--- config.mk ---
export PLATFORM = sky130hd
export DESIGN_NAME = uart_ctrl
export DESIGN_NICKNAME = d
export VERILOG_FILES = /design/src/rtl/uart_ctrl.sv
export SDC_FILE = /design/constraint.sdc
export NUM_CORES = 1
export LEC_CHECK = 0
export CORE_UTILIZATION = 57
export DETAILED_ROUTE_END_ITERATION = 6
export PLACE_DENSITY = 0.77
export REMOVE_ABC_BUFFERS = 1
export SETUP_SLACK_MARGIN = 0.3
export SYNTH_ARGS = -nofsm -noshare
export SYNTH_HDL_FRONTEND = slang
export SYNTH_SLANG_ARGS = --single-unit
--- constraint.sdc ---
create_clock -name sysclk -period 2.2 [get_ports sysclk]
set_input_delay 0.22 -clock sysclk [delete_from_list [all_inputs] [get_ports sysclk]]
set_output_delay 0.22 -clock sysclk [all_outputs]
set_load 0.05 [all_outputs]
--- src/rtl/uart_ctrl.sv ---
// uart_ctrl: 8N1 UART transceiver with byte-wide TX/RX handshakes for the peripheral bus.
// TX bits are timed by a per-bit cycle counter; RX uses an oversampling tick divider.
module uart_ctrl #(
  parameter int CLK_HZ     = 50_000_000,
  parameter int BAUD       = 9600,
  parameter int OVERSAMPLE = 16
) (
  input  logic       sysclk,
  input  logic       reset,
  input  logic       UART_RX,
  output logic       UART_TX,
  input  logic [7:0] tx_data,
  input  logic       tx_start,
  output logic       tx_busy,
  output logic [7:0] rx_data,
  output logic       rx_valid,
  input  logic       rx_ack,
  output logic       rx_overrun,
  output logic       frame_err
);
  localparam int TICK_DIV = CLK_HZ / (BAUD * OVERSAMPLE);
  localparam int BIT_CYC  = TICK_DIV * OVERSAMPLE;
  localparam int BCW      = (BIT_CYC > 1) ? $clog2(BIT_CYC) : 1;
  localparam int TDW      = (TICK_DIV > 1) ? $clog2(TICK_DIV) : 1;
  localparam int OSW      = $clog2(OVERSAMPLE);
  localparam logic [BCW-1:0] BIT_LAST = BCW'(BIT_CYC - 1);
  localparam logic [TDW-1:0] DIV_LAST = TDW'(TICK_DIV - 1);
  localparam logic [OSW-1:0] OS_LAST  = OSW'(OVERSAMPLE - 1);
  localparam logic [OSW-1:0] OS_HALF  = OSW'(OVERSAMPLE / 2 - 1);

  typedef enum logic [1:0] {TX_IDLE, TX_START, TX_DATA, TX_STOP} tx_state_t;
  typedef enum logic [2:0] {RX_IDLE, RX_START, RX_DATA, RX_STOP, RX_WAIT} rx_state_t;

  tx_state_t      r_tx_state, w_tx_state_nxt;
  logic [BCW-1:0] r_tx_cnt;
  logic [2:0]     r_tx_bit;
  logic [7:0]     r_tx_shift;
  logic           r_tx_line, w_tx_line_nxt, w_tx_busy;
  logic           w_tx_bit_end;

  assign w_tx_bit_end = (r_tx_state != TX_IDLE) && (r_tx_cnt == BIT_LAST);

  // NOTE: sequential state uses non-blocking (<=) so every register samples pre-edge values.
  always_ff @(posedge sysclk) begin
    if (reset) r_tx_state <= TX_IDLE;
    else       r_tx_state <= w_tx_state_nxt;
  end

  // NOTE: each combinational output gets a default first, so no path infers a latch.
  always_comb begin
    w_tx_state_nxt = r_tx_state;
    case (r_tx_state)
      TX_IDLE:  if (tx_start) w_tx_state_nxt = TX_START;
      TX_START: if (w_tx_bit_end) w_tx_state_nxt = TX_DATA;
      TX_DATA:  if (w_tx_bit_end && r_tx_bit == 3'd7) w_tx_state_nxt = TX_STOP;
      TX_STOP:  if (w_tx_bit_end) w_tx_state_nxt = TX_IDLE;
      default:  w_tx_state_nxt = TX_IDLE;
    endcase
  end

  // Next line level is computed here and registered, so UART_TX has no combinational path.
  always_comb begin
    w_tx_line_nxt = r_tx_line;
    w_tx_busy     = (r_tx_state != TX_IDLE);
    case (r_tx_state)
      TX_IDLE:  w_tx_line_nxt = !tx_start;
      TX_START: if (w_tx_bit_end) w_tx_line_nxt = r_tx_shift[0];
      TX_DATA:  if (w_tx_bit_end) w_tx_line_nxt = (r_tx_bit == 3'd7) ? 1'b1 : r_tx_shift[1];
      default:  w_tx_line_nxt = 1'b1;
    endcase
  end

  always_ff @(posedge sysclk) begin
    if (reset) begin
      r_tx_cnt   <= '0;
      r_tx_bit   <= '0;
      r_tx_shift <= '0;
      r_tx_line  <= 1'b1;
    end else begin
      r_tx_line <= w_tx_line_nxt;
      if (r_tx_state == TX_IDLE) begin
        r_tx_cnt <= '0;
        r_tx_bit <= '0;
        if (tx_start) r_tx_shift <= tx_data;
      end else if (w_tx_bit_end) begin
        r_tx_cnt <= '0;
        if (r_tx_state == TX_DATA) begin
          r_tx_shift <= r_tx_shift >> 1;
          r_tx_bit   <= r_tx_bit + 3'd1;
        end
      end else begin
        r_tx_cnt <= r_tx_cnt + BCW'(1);
      end
    end
  end

  assign UART_TX = r_tx_line;
  assign tx_busy = w_tx_busy;

  rx_state_t      r_rx_state, w_rx_state_nxt;
  logic           r_rx_sync1, r_rx_sync2;
  logic [TDW-1:0] r_rx_div;
  logic [OSW-1:0] r_rx_os;
  logic [2:0]     r_rx_bit;
  logic [7:0]     r_rx_shift, r_rx_data;
  logic           r_rx_valid, r_rx_overrun, r_frame_err;
  logic           w_rx_tick, w_rx_mid, w_rx_sample, w_rx_deliver, w_rx_ferr;

  assign w_rx_tick   = (r_rx_state inside {RX_START, RX_DATA, RX_STOP}) && (r_rx_div == DIV_LAST);
  assign w_rx_mid    = w_rx_tick && (r_rx_os == OS_HALF);
  assign w_rx_sample = w_rx_tick && (r_rx_os == OS_LAST);

  always_ff @(posedge sysclk) begin
    if (reset) r_rx_state <= RX_IDLE;
    else       r_rx_state <= w_rx_state_nxt;
  end

  always_comb begin
    w_rx_state_nxt = r_rx_state;
    case (r_rx_state)
      RX_IDLE:  if (!r_rx_sync2) w_rx_state_nxt = RX_START;
      RX_START: if (w_rx_mid) w_rx_state_nxt = r_rx_sync2 ? RX_IDLE : RX_DATA;
      RX_DATA:  if (w_rx_sample && r_rx_bit == 3'd7) w_rx_state_nxt = RX_STOP;
      RX_STOP:  if (w_rx_sample) w_rx_state_nxt = r_rx_sync2 ? RX_IDLE : RX_WAIT;
      RX_WAIT:  if (r_rx_sync2) w_rx_state_nxt = RX_IDLE;
      default:  w_rx_state_nxt = RX_IDLE;
    endcase
  end

  always_comb begin
    w_rx_deliver = 1'b0;
    w_rx_ferr    = 1'b0;
    if (r_rx_state == RX_STOP && w_rx_sample) begin
      w_rx_deliver = r_rx_sync2;
      w_rx_ferr    = !r_rx_sync2;
    end
  end

  always_ff @(posedge sysclk) begin
    if (reset) begin
      r_rx_sync1   <= 1'b1;
      r_rx_sync2   <= 1'b1;
      r_rx_div     <= '0;
      r_rx_os      <= '0;
      r_rx_bit     <= '0;
      r_rx_shift   <= '0;
      r_rx_data    <= '0;
      r_rx_valid   <= 1'b0;
      r_rx_overrun <= 1'b0;
      r_frame_err  <= 1'b0;
    end else begin
      r_rx_sync1  <= UART_RX;
      r_rx_sync2  <= r_rx_sync1;
      r_frame_err <= w_rx_ferr;
      if (r_rx_state == RX_IDLE || r_rx_state == RX_WAIT) begin
        r_rx_div <= '0;
        r_rx_os  <= '0;
        r_rx_bit <= '0;
      end else begin
        r_rx_div <= (r_rx_div == DIV_LAST) ? '0 : r_rx_div + TDW'(1);
        if (w_rx_tick)
          r_rx_os <= ((r_rx_state == RX_START && r_rx_os == OS_HALF) || r_rx_os == OS_LAST)
                     ? '0 : r_rx_os + OSW'(1);
        if (r_rx_state == RX_DATA && w_rx_sample) begin
          r_rx_shift <= {r_rx_sync2, r_rx_shift[7:1]};
          r_rx_bit   <= r_rx_bit + 3'd1;
        end
      end
      // An ack in the delivery cycle frees the holding register for the new byte.
      if (w_rx_deliver) begin
        if (!r_rx_valid || rx_ack) begin
          r_rx_data  <= r_rx_shift;
          r_rx_valid <= 1'b1;
        end else begin
          r_rx_overrun <= 1'b1;
        end
      end else if (rx_ack && r_rx_valid) begin
        r_rx_valid   <= 1'b0;
        r_rx_overrun <= 1'b0;
      end
    end
  end

  assign rx_data    = r_rx_data;
  assign rx_valid   = r_rx_valid;
  assign rx_overrun = r_rx_overrun;
  assign frame_err  = r_frame_err;
endmodule

==> flow_summary_export.csv <==
group,metric,value,unit
synth,ys_seq_area_share,42.83,%
floorplanning,die_y,76.13,um
clock_network,cts.path.max_buffers,2,
routing,drc,0,
floorplanning,fp.dieArea,0.005795,mm2
clock_network,cts_hold_buf,0,
critical_path,critPathKind,"flip-flop to flip-flop",
sta,worstMarginPinSlew,541.2,ps
critical_path,path_buf_inv,1,
critical_path,cp_top_family,"simple AND/OR/NAND/NOR gates",
floorplanning,initial_core_util,60.17,%
sta,fin_ws,400.1,ps
critical_path,reg2reg_to,"rx_data[7]$_SDFFE_PP0P_",
synth,synth_seq_cells,67,
critical_path,crit_path_cell_trace,"inv_1, ha_1, and4bb_2, nand2_2, or4_4, mux2i_1",
final_layout,utilization,70.34,%
final_layout,register_area,0.001345,mm2
sta,fin_crit,1800,ps
global_route,grt_overflow,0,
sta,fin_skew,6.442,ps
final_layout,drive_above_1_share,11.38,%
sta,final-setup-viol-count,0,
synth,synth-edff-count,0,
flow_run,cap_violations,0,
critical_path,cp-start-kind,"flip-flop",
clock_network,clock_sinks,67,
routing,drt_first_pass_iters,4,
floorplanning,die_w,76.13,um
final_layout,num_antenna_cells,0,
synth,yosysWarnings,0,
synth,synthCells,344,
final_layout,layout_common_cells,"dfxtp_1 (64), nor2_1 (51), mux2i_1 (27)",
routing,vias,2437,
global_route,track_usage,20.58,%
clock_network,clk_latency,330,ps
routing,drt_iter0_markers,107,
critical_path,startpoint,"r_rx_div[1]$_SDFF_PP0_",
final_layout,final_common_cell,"dfxtp_1",
placement,dp_slack,333.9,ps
final_layout,fillers,421,
global_route,antenna_found_initial,0,
sta,finalHoldViolations,0,
clock_network,path_clk_slew,70,ps
floorplanning,num_io_pins,26,
synth,synthArstFlopShare,0,%
final_layout,fin_nets,398,
placement,place_congestion,0.8639,
power,p_per_area,790.0,mW/mm2
routing,viasPerCell,5.440,
clock_network,cts_max_level,3,
final_layout,synthToLayoutAreaGrowth,16.90,%
clock_network,cts_tree,"built",
synth,avgSynthCellArea,9.104,um2
critical_path,slowest_delay,600,ps
synth,ys.flop_type,"dfxtp_1",
floorplanning,core_area,0.005205,mm2
placement,io_buffers,25,
sta,maxSlewHeadroom,63.81,%
status,outcome,"finished, final reports clean",
critical_path,r2r_cells,6,
critical_path,r2r_start,"r_rx_div[1]$_SDFF_PP0_",
global_route,grt_max_degree,21,
critical_path,r2r_slack,400,ps
critical_path,path_depth,6,
placement,hpwlAfterDp,3884,um
floorplanning,rows,26,
final_layout,multi_input_area,0.001684,mm2
critical_path,crit_end,"rx_data[7]$_SDFFE_PP0P_",
critical_path,path_max_fanout,8,
sta,rsz0062_at_grt,"false",
hold_path,holdCritPathClass,"flip-flop to flip-flop",
critical_path,endpoint_kind,"flip-flop",
clock_network,cts-buffers-inserted,9,
critical_path,crit_required,2410,ps
critical_path,worstPathArrival,2010,ps
routing,wl_per_cell,12.50,um
routing,finalWirelength,5602,um
sta,max_freq,0.5556,GHz
routing,final_antenna_net_count,0,
global_route,grt_pass1_vias,2227,
clock_network,cts_root_buf,"clkbuf_8",
global_route,grt_pass1_wl,9694,um
power,power.leakage,1.460,nW
sta,finalCritPeriodShare,81.81,%
critical_path,worst_path_max_delay_cell,"or4_4",
synth,synth_cell_types,45,
synth,synth_area,0.003132,mm2
power,peakVddDrop,599.4,uV
sta,slew_viol_final,0,
logic make-up after synthesis:
family	after synthesis	share of synthesized area (%)
fa+ha+maj	12	4.794
mux	27	8.630
flops	67	42.83
compound gates	36	8.071
xor+xnor	21	5.873
buf+inv	28	3.835
simple gates	153	25.97
metrics by stage:
stage	instances	power (W)	setup TNS, ps	hold WS, ps	area, um2
2_1_floorplan	327	0.001816	-236.5	289.1	3053
3_3_place_gp	431	0.001978	0	393.7	3456
3_5_place_dp	431	0.001986	0	403.6	3456
4_1_cts	447	0.002888	0	419.3	3628
5_1_grt	448	0.003051	0	427.5	3661
6_report	448	0.002892	0	417.2	3661
layer usage:
layer | part of all wire [%] | up-vias | track usage, % | routed length [um]
met1 | 50 | 1137 | 26.35 | 2788
met5 | 0 | - | 0 | 0
met2 | 46 | 39 | 33.73 | 2569
li1 | - | 1255 | - | -
met3 | 3.6 | 6 | 5.389 | 201
met4 | 0.75 | 0 | 6.923 | 42
power by group:
| group | total (W) | switching (W) | internal [W] |
|---|---|---|---|
| registers | 0.00135 | 0.0000532 | 0.00129 |
| clock network | 0.000896 | 0.000427 | 0.000469 |
| logic | 0.000650 | 0.000378 | 0.000271 |
| total | 0.00289 | 0.000859 | 0.00203 |
what timing repair did:
action,CTS,global route
gates resized for setup,0,8
hold endpoints to repair,0,0
buffers inserted,0,1
setup endpoints to repair,0,25
worst min path at each step:
stage / start / to / slack (ps) / cells after the start
floorplan: reset / r_tx_shift[0]$_SDFFE_PP0P_ / 290 / 1
global placement: r_rx_sync1$_SDFF_PP1_ / r_rx_sync2$_SDFF_PP1_ / 390 / 1
detailed placement: r_rx_sync1$_SDFF_PP1_ / r_rx_sync2$_SDFF_PP1_ / 400 / 1
CTS: r_rx_sync1$_SDFF_PP1_ / r_rx_sync2$_SDFF_PP1_ / 420 / 1
global route: r_rx_sync1$_SDFF_PP1_ / r_rx_sync2$_SDFF_PP1_ / 430 / 1
finish: r_rx_sync1$_SDFF_PP1_ / r_rx_sync2$_SDFF_PP1_ / 420 / 1
sequential cells by signal (all words and copies together) (netlist names), 2 cells and up:
signal,count
r_rx_bit,3
rx_data,8
r_tx_state,2
r_rx_shift,8
r_rx_div,9
r_tx_cnt,13
r_rx_os,4
r_rx_state,3
r_tx_shift,8
r_tx_bit,3
cell usage after synthesis (4+ instances only):
| cell | count | area share (%) |
|---|---|---|
| o21ai_0 | 4 | 0.64 |
| clkbuf_1 | 12 | 1.4 |
| mux2i_1 | 27 | 8.6 |
| nor3_1 | 12 | 1.9 |
| nand3_1 | 15 | 2.4 |
| inv_1 | 11 | 1.3 |
| nor2b_1 | 5 | 1.0 |
| xnor2_1 | 11 | 3.1 |
| nor4_1 | 5 | 1.0 |
| a21o_1 | 4 | 0.96 |
| nand4_1 | 10 | 2.0 |
| a21oi_1 | 12 | 1.9 |
| dfxtp_1 | 67 | 43 |
| nor2_1 | 51 | 6.1 |
| nand2b_1 | 19 | 3.8 |
| and3_1 | 6 | 1.2 |
| xor2_1 | 10 | 2.8 |
| nand2_1 | 14 | 1.7 |
| ha_1 | 12 | 4.8 |
final cells by class:
type	count	share of cell area (%)
flip-flops and latches	67	36.74
well taps	70	2.392
clock inverters	2	0.2734
inverters	11	1.128
repair buffers	35	9.023
clock buffers	14	4.443
multi-input cells	249	46.00
(Power assumes the default switching activity.)
